`src/rtl/rand_nibble_packer_pkg.sv`:
```
// Shared constants and width helpers for the random-nibble packer slice.
package rand_pkg;

  localparam int unsigned NIB_W = 4;

  // Output word width for a given nibble count.
  function automatic int unsigned word_w(input int unsigned nibbles);
    return NIB_W * nibbles;
  endfunction

  // Width of a level counter able to hold 0..depth inclusive.
  function automatic int unsigned lvl_w(input int unsigned depth);
    return $clog2(depth) + 1;
  endfunction

  // Width of an index/pointer over n entries, never narrower than one bit.
  function automatic int unsigned idx_w(input int unsigned n);
    return (n < 2) ? 1 : $clog2(n);
  endfunction

endpackage

```
`src/rtl/rand_nibble_packer_fifo.sv`:
```
// Show-ahead synchronous word FIFO with explicit level tracking.
module rand_word_fifo
  import rand_pkg::*;
#(
  parameter int unsigned WIDTH = 16,
  parameter int unsigned DEPTH = 4
) (
  input  logic                      clk,
  input  logic                      res,
  input  logic                      clr,
  input  logic                      push,
  input  logic                      pop,
  input  logic [WIDTH-1:0]          din,
  output logic [WIDTH-1:0]          dout,
  output logic [lvl_w(DEPTH)-1:0]   level,
  output logic                      full,
  output logic                      empty
);

  localparam int unsigned PW = idx_w(DEPTH);
  localparam int unsigned LW = lvl_w(DEPTH);

  logic [WIDTH-1:0] mem_q [DEPTH];
  logic [PW-1:0]    wr_q, wr_d, rd_q, rd_d;
  logic [LW-1:0]    level_q, level_d;
  logic             do_push, do_pop;

  assign full  = (level_q == LW'(DEPTH));
  assign empty = (level_q == '0);
  assign level = level_q;
  assign dout  = empty ? '0 : mem_q[rd_q];

  // Accept handshakes; a push at full is only taken when a pop frees the slot.
  always_comb begin
    do_pop  = pop & ~empty;
    do_push = push & (~full | do_pop);
    wr_d    = wr_q;
    rd_d    = rd_q;
    level_d = level_q;
    if (clr) begin
      wr_d    = '0;
      rd_d    = '0;
      level_d = '0;
    end else begin
      if (do_push) wr_d = wr_q + PW'(1);
      if (do_pop)  rd_d = rd_q + PW'(1);
      case ({do_push, do_pop})
        2'b10:   level_d = level_q + LW'(1);
        2'b01:   level_d = level_q - LW'(1);
        default: level_d = level_q;
      endcase
    end
  end

  // Pointer and level state.
  always_ff @(posedge clk or negedge res) begin
    if (!res) begin
      wr_q    <= '0;
      rd_q    <= '0;
      level_q <= '0;
    end else begin
      wr_q    <= wr_d;
      rd_q    <= rd_d;
      level_q <= level_d;
    end
  end

  // Storage array; contents are don't-care while empty, so it has no reset.
  always_ff @(posedge clk) begin
    if (do_push && !clr) mem_q[wr_q] <= din;
  end

endmodule

```
`src/rtl/rand_nibble_packer.sv`:
```
// Packs done-flag-qualified LFSR nibbles into words and buffers them for a
// valid/ready consumer; words arriving at a full buffer are dropped.
module rand_nibble_packer
  import rand_pkg::*;
#(
  parameter int unsigned NIBBLES = 4,
  parameter int unsigned DEPTH   = 4
) (
  input  logic                        clk,
  input  logic                        res,
  input  logic [NIB_W-1:0]            nib_in,
  input  logic                        nib_done,
  input  logic                        flush,
  output logic [word_w(NIBBLES)-1:0]  word_out,
  output logic                        word_valid,
  input  logic                        word_ready,
  output logic [lvl_w(DEPTH)-1:0]     level,
  output logic                        overflow
);

  localparam int unsigned WW = word_w(NIBBLES);
  localparam int unsigned IW = idx_w(NIBBLES);

  logic          done_q;
  logic [IW-1:0] idx_q, idx_d;
  logic [WW-1:0] part_q, part_d;
  logic          ovf_q, ovf_d;

  logic          cap, last, push, pop;
  logic          fifo_full, fifo_empty;
  logic [WW-1:0] merged;

  // Edge-detect the done flag and merge the incoming nibble at the current index.
  always_comb begin
    cap    = nib_done & ~done_q;
    last   = (idx_q == IW'(NIBBLES - 1));
    merged = part_q;
    for (int unsigned k = 0; k < NIBBLES; k++) begin
      if (idx_q == IW'(k)) merged[NIB_W*k +: NIB_W] = nib_in;
    end
    push = cap & last;
    pop  = ~fifo_empty & word_ready;
  end

  // Assembler and overflow next-state; flush wins over everything else.
  always_comb begin
    idx_d  = idx_q;
    part_d = part_q;
    ovf_d  = ovf_q;
    if (flush) begin
      idx_d  = '0;
      part_d = '0;
      ovf_d  = 1'b0;
    end else if (cap) begin
      if (last) begin
        idx_d  = '0;
        part_d = '0;
        if (fifo_full && !pop) ovf_d = 1'b1;
      end else begin
        idx_d  = idx_q + IW'(1);
        part_d = merged;
      end
    end
  end

  // Assembler state; done_q samples the flag even during a flush.
  always_ff @(posedge clk or negedge res) begin
    if (!res) begin
      done_q <= 1'b0;
      idx_q  <= '0;
      part_q <= '0;
      ovf_q  <= 1'b0;
    end else begin
      done_q <= nib_done;
      idx_q  <= idx_d;
      part_q <= part_d;
      ovf_q  <= ovf_d;
    end
  end

  rand_word_fifo #(
    .WIDTH (WW),
    .DEPTH (DEPTH)
  ) u_fifo (
    .clk   (clk),
    .res   (res),
    .clr   (flush),
    .push  (push),
    .pop   (pop),
    .din   (merged),
    .dout  (word_out),
    .level (level),
    .full  (fifo_full),
    .empty (fifo_empty)
  );

  assign word_valid = ~fifo_empty;
  assign overflow   = ovf_q;

endmodule

```
`config.mk`:
```
export PLATFORM = sky130hd
export DESIGN_NAME = rand_nibble_packer
export DESIGN_NICKNAME = d
export VERILOG_FILES = /design/src/rtl/rand_nibble_packer_pkg.sv /design/src/rtl/rand_nibble_packer_fifo.sv /design/src/rtl/rand_nibble_packer.sv
export SDC_FILE = /design/constraint.sdc
export NUM_CORES = 1
export LEC_CHECK = 0
export CAP_MARGIN = 0
export CELL_PAD_IN_SITES_DETAIL_PLACEMENT = 0
export CELL_PAD_IN_SITES_GLOBAL_PLACEMENT = 1
export CORE_MARGIN = 2
export CORE_UTILIZATION = 24
export DETAILED_ROUTE_END_ITERATION = 8
export PLACE_DENSITY_LB_ADDON = 0.25
export SLEW_MARGIN = 0
export SYNTH_ARGS = -nofsm -noshare
export SYNTH_HDL_FRONTEND = slang
export SYNTH_SLANG_ARGS = --single-unit
```
`constraint.sdc`:
```
create_clock -name clk -period 2.81 [get_ports clk]
set_clock_uncertainty 0.15 [all_clocks]
set_input_delay 0.281 -clock clk [delete_from_list [all_inputs] [get_ports clk]]
set_output_delay 0.281 -clock clk [all_outputs]
set_load 0.005 [all_outputs]
```
After elaboration in Yosys (flattened, before gate mapping)
Memories as Yosys holds them, arrays and structs flattened.
Cells that the tools add are included.
Operators by class
  $add $sub $neg: 5
  equality and inequality tests: 6
  multiplexer cells: 23
  bitwise logic cells: 9
  reduce and logical (&&, ||, !) cells: 13
Operators by type and width (count)
  two-way mux 16 bit: 4
  two-way mux 4 bit: 4
  two-way mux 2 bit: 7
  nonzero test 2 bit: 5
  adder 2 x 1 -> 2 bit (second input constant): 3
  equality test 2 bit (second input constant): 3
  two-way mux 1 bit: 6
  case mux 3 bit (2 select lines): 1
  AND 1 bit: 5
  equality test 2 x 1 -> 1 bit (second input constant): 2
  adder 3 x 1 -> 3 bit (second input constant): 1
  equality test 3 bit (second input constant): 1
  zero test 3 bit: 1
  two-way mux 3 bit: 1
  NOT 1 bit: 3
  AND reduction 3 bit: 1
  nonzero test 3 bit: 1
  subtractor 3 x 1 -> 3 bit (second input constant): 1
  logical AND 1 bit: 2
  zero test 1 bit: 2
  zero test 2 bit: 1
  OR 1 bit: 1
Word-level totals
  register bits after elaboration: 27
  memory bits (writable): 64
  bits of input ports: 9
  output and inout port bits: 21
  logic and storage cells: 64
  memories kept: 1
Memory list
  u_fifo.mem_q: words 4, width 16, rd ports 1, clocked after Yosys merged registers in 0, wr ports 1, line rand_nibble_packer_fifo.sv:23  | logic [WIDTH-1:0] mem_q [DEPTH];

Depth between registers and ports, before layout
  depth after elaboration: 9
  mapped depth: 7

Modules after synthesis
Synthesis repeated with hierarchy kept, for this count alone.
Unflattened totals
  cells, all modules: 247
  area total of the unflattened synthesis: 4025.1 sq um
By module, submodules not included
  rand_word_fifo: times used 1, cells an instance 170, area an instance 3010.4 sq um, sequential area each 2097.0 sq um
  rand_nibble_packer: times used 1, cells an instance 77, area an instance 1014.7 sq um, sequential area each 500.5 sq um

Least setup slack after synthesis
Ideal clock, no wire load.
  kind: reg-to-reg
  start: register idx_q[0]
  end: memory u_fifo.mem_q[0][0] (enable)
  setup time: 0.374 ns
  data arrival time: 1.737 ns
  slack: 0.549 ns
  cell stages (with the launch flop): 6
  buffers on the path: 0
  cells stage by stage: dfrtp_1 > ha_1 > and3b_2 > nor2b_4 > nor2b_1 > and2_1
Between the ends
  word-level cells in the longest chain between the ends: 6
Ends and longest elaborated chain
  from (decl): line rand_nibble_packer.sv:25  | logic [IW-1:0] idx_q, idx_d;
  from (signal assigned): line rand_nibble_packer.sv:75  | idx_q <= idx_d;
  equality test 2 bit: line rand_nibble_packer.sv:36  | last = (idx_q == IW'(NIBBLES - 1));
  AND 1 bit: line rand_nibble_packer.sv:41  | push = cap & last;
  AND 1 bit: line rand_nibble_packer_fifo.sv:36  | do_push = push & (~full | do_pop);
  logical AND 1 bit: line rand_nibble_packer_fifo.sv:70  | if (do_push && !clr) mem_q[wr_q] <= din;
  two-way mux 1 bit: line rand_nibble_packer_fifo.sv:70
  two-way mux 1 bit (implied by the code): line rand_nibble_packer_fifo.sv:70
  to (decl): line rand_nibble_packer_fifo.sv:23
Every way passes these cells.

Worst setup path after layout
  start: register u_fifo.level_q[0], in the netlist u_fifo.level[0]
  end: output word_out[0]
Between the ends
  word-level cells in the longest chain between the ends: 2
Ends and longest elaborated chain
  from (decl): line rand_nibble_packer_fifo.sv:25  | logic [LW-1:0] level_q, level_d;
  from (signal assigned): line rand_nibble_packer_fifo.sv:64  | level_q <= level_d;
  zero test 3 bit: line rand_nibble_packer_fifo.sv:29  | assign empty = (level_q == '0);
  two-way mux 16 bit: line rand_nibble_packer_fifo.sv:31  | assign dout = empty ? '0 : mem_q[rd_q];
  to (decl): line rand_nibble_packer.sv:14  | output logic [word_w(NIBBLES)-1:0] word_out,
Every way passes these cells.

==> flow_metrics.py <==
metrics = {
    "status": {
        "status": "finished clean",
    },
    "sta": {
        "max_freq_mhz": 376,
        "fin_setup_tns_ns": 0,
        "setup_viol": 0,
        "rsz0062_at_grt": "no",
        "hold_violations": 0,
        "maxSlewViolCount": 0,
        "post-route-period-util_pct": 94.6,
        "worst_pin_slew_ns": 0.942,
        "fin_crit_ns": 2.66,
        "setup_ws_ns": 0.153,
        "relSlewSlack_pct": 37.0,
    },
    "global_route": {
        "grt_max_degree": 28,
        "grt_pass1_wl_mm": 12.2,
        "antenna_found_initial": 0,
        "grt_overflow": 0,
        "grt_pass1_vias": 2087,
        "grtUsageTotal_pct": 9.91,
    },
    "synthesis": {
        "synth_cell_types": 31,
        "ys_ff_latch": 91,
        "synth.yosys.seq_area_share_pct": 67.0,
        "synthCells": 222,
        "avgSynthCellArea_um2": 17.5,
        "netlist_area_um2": 3870,
        "yosysWarnings": 0,
        "synth_fp_nets": 240,
    },
    "placed_design": {
        "dp_hpwl_mm": 4.93,
        "preCtsSetupSlack_ns": 0.412,
        "gp_congestion": 0.706,
        "io_buffers": 29,
    },
    "detailed_routing": {
        "ant_nets": 0,
        "vias": 2012,
        "wl_met2_mm": 3.85,
        "wl_met3_um": 220,
        "drc": 0,
        "wl_met1_mm": 3.63,
        "wl_per_cell_um": 16.3,
        "drt_iter0_markers": 96,
        "via_per_inst": 4.17,
        "wl_mm": 7.83,
        "dr.pass1.iters": 4,
        "top_layer_used": "met4",
    },
    "run": {
        "drv_cap": 0,
    },
    "worst_setup_path": {
        "crit_end": "word_out[0]",
        "reg2reg_setup_slack_ns": 0.45,
        "crit_start": "u_fifo.level[0]$_DFFE_PN0P_",
        "crit_arrival_ns": 2.23,
        "rr_worst_depth": 6,
        "cp_max_fo": 18,
        "rr_endpoint": "u_fifo.mem_q[2][0]$_DFFE_PP_",
        "crit_type": "reg -> out",
        "end_kind": "output pin",
        "reg2reg_from": "idx_q[0]$_DFFE_PN0P_",
        "start_kind": "flip-flop",
        "crit_required_ns": 2.38,
    },
    "clocking": {
        "cts_inserted_buffers": 9,
        "cts_resized": 0,
        "clk_path_buf_depth": 2,
        "h-tree-depth": 3,
        "clkLatencyLatePin_ns": 0.34,
        "cts_tree": "done",
        "clkSlewWorstSetupHoldPaths_ns": 0.07,
        "root_buffer": "clkbuf_16",
        "clock-sinks": 91,
        "cts_setup_buffers": 0,
        "cts_hold_buf": 0,
    },
    "power": {
        "total_power_mw": 3.09,
        "ir_drop_uv": 300,
        "p_per_area_nw_per_um2": 639,
        "leakage_nw": 1.72,
    },
    "die": {
        "die_w_um": 131,
        "core_area_um2": 15800,
        "ios": 30,
        "initial_core_util_pct": 24.5,
        "die_h_um": 131,
        "die_area_um2": 17200,
        "rows": 46,
    },
    "final_layout": {
        "fillers": 1573,
        "areaGrowthSynthToFinish_pct": 24.8,
        "antenna_cells": 0,
        "final_cell_mix": "edfxtp_1 (64), clkdlybuf4s50_1 (29), dfrtp_1 (27), and2_1 (24)",
        "final_common_cell": "edfxtp_1",
        "drive_gt1_share_pct": 23.3,
        "fin_nets": 279,
    },
    "hold_path": {
        "worstHoldPathType": "in -> async",
    },
}
-- where the power goes --
part	internal (mW)	leakage [nW]	switching, mW	total (mW)
registers	1.45	0.966	0.0173	1.47
logic	0.180	0.600	0.142	0.322
clock network	0.787	0.156	0.513	1.30
-- synth_stat cells (all sizes together) --
master  instances  area share, %
a32o           12            3.1
nor4b           1           0.61
and2           24            3.9
o31ai           1           0.55
clkbuf          6           0.58
mux4           16            9.3
mux2i           2           0.52
edfxtp         64             50
inv             4           0.39
nor2           14            1.4
xor2            2           0.45
buf             5           0.74
and3b           1           0.26
nor2b           5            1.0
a31oi           1           0.16
or3             1           0.16
nand2b          2           0.32
nor3            1           0.13
fa              1           0.52
mux2           18            5.3
ha              8            2.6
nand3           1           0.13
a21o            1           0.19
a21oi           2           0.26
dfrtp          27             17
xnor2           2           0.45
-- worst max-delay path, stage by stage, from the launching register on --
cell and delay, ns:
dfrtp_1 0.50, or3_1 0.67, and2_1 0.26, clkdlybuf4s50_1 0.44
-- layer usage --
metal  GRT usage, %  up-vias
met4           4.32        0
met2           16.1       27
met5              0        -
li1               -      925
met1           12.8     1049
met3           2.15       11
-- cell type report --
cell class                 count  area, um^2  share of cell area [%]
sequential                    91        2600                    53.7
clock inverter                 7         100                    2.07
timing repair buffer          39         415                    8.59
clock buffer                   9         225                    4.66
tap                          216         270                    5.59
multi-input combinational    116        1210                    25.1
inverter                       4        15.0                   0.311
-- stage by stage --
| stage | instances | hold WS [ns] | util (%) | cell area, um^2 |
|---|---|---|---|---|
| finish | 482 | 0.175 | 30.5 | 4830 |
| floorplan | 222 | -0.165 | - | 3870 |
| detailed placement | 466 | 0.325 | 28.5 | 4510 |
| global route | 482 | 0.220 | 30.5 | 4830 |
| CTS | 482 | 0.188 | 30.5 | 4830 |
| global placement | 466 | 0.317 | 28.5 | 4510 |
-- registers in the layout, indices dropped and copies added (netlist names) --
name,count
overflow,1
u_fifo.level,3
u_fifo.mem_q,64
u_fifo.wr_q,2
idx_q,2
u_fifo.rd_q,2
part_q,16
done_q,1
-- worst min path at each step --
| stage | start | endpoint | slack, ns | cells after the start |
|---|---|---|---|---|
| after global placement | part_q[15]$_DFFE_PN0P_ | part_q[15]$_DFFE_PN0P_ | 0.32 | 1 |
| after detailed placement | part_q[15]$_DFFE_PN0P_ | part_q[15]$_DFFE_PN0P_ | 0.32 | 1 |
| final | res | u_fifo.level[1]$_DFFE_PN0P_ | 0.18 | 2 |
| after global routing | res | u_fifo.level[1]$_DFFE_PN0P_ | 0.22 | 2 |
| after CTS | res | u_fifo.level[0]$_DFFE_PN0P_ | 0.19 | 2 |
| after floorplan | res | done_q$_DFF_PN0_ | -0.16 | 0 |
-- cells by family after synthesis --
logic type               Yosys count  share of synthesized area [%]
AO/OA/AOI/OAI                     17                           4.26
XOR/XNOR                           4                          0.904
adder cells (fa/ha/maj)            9                           3.10
buffers and inverters             15                           1.71
flip-flops                        91                           67.0
multiplexers                      36                           15.1
AND/OR/NAND/NOR                   50                           7.85
Power figures use the tool's default switching activity.
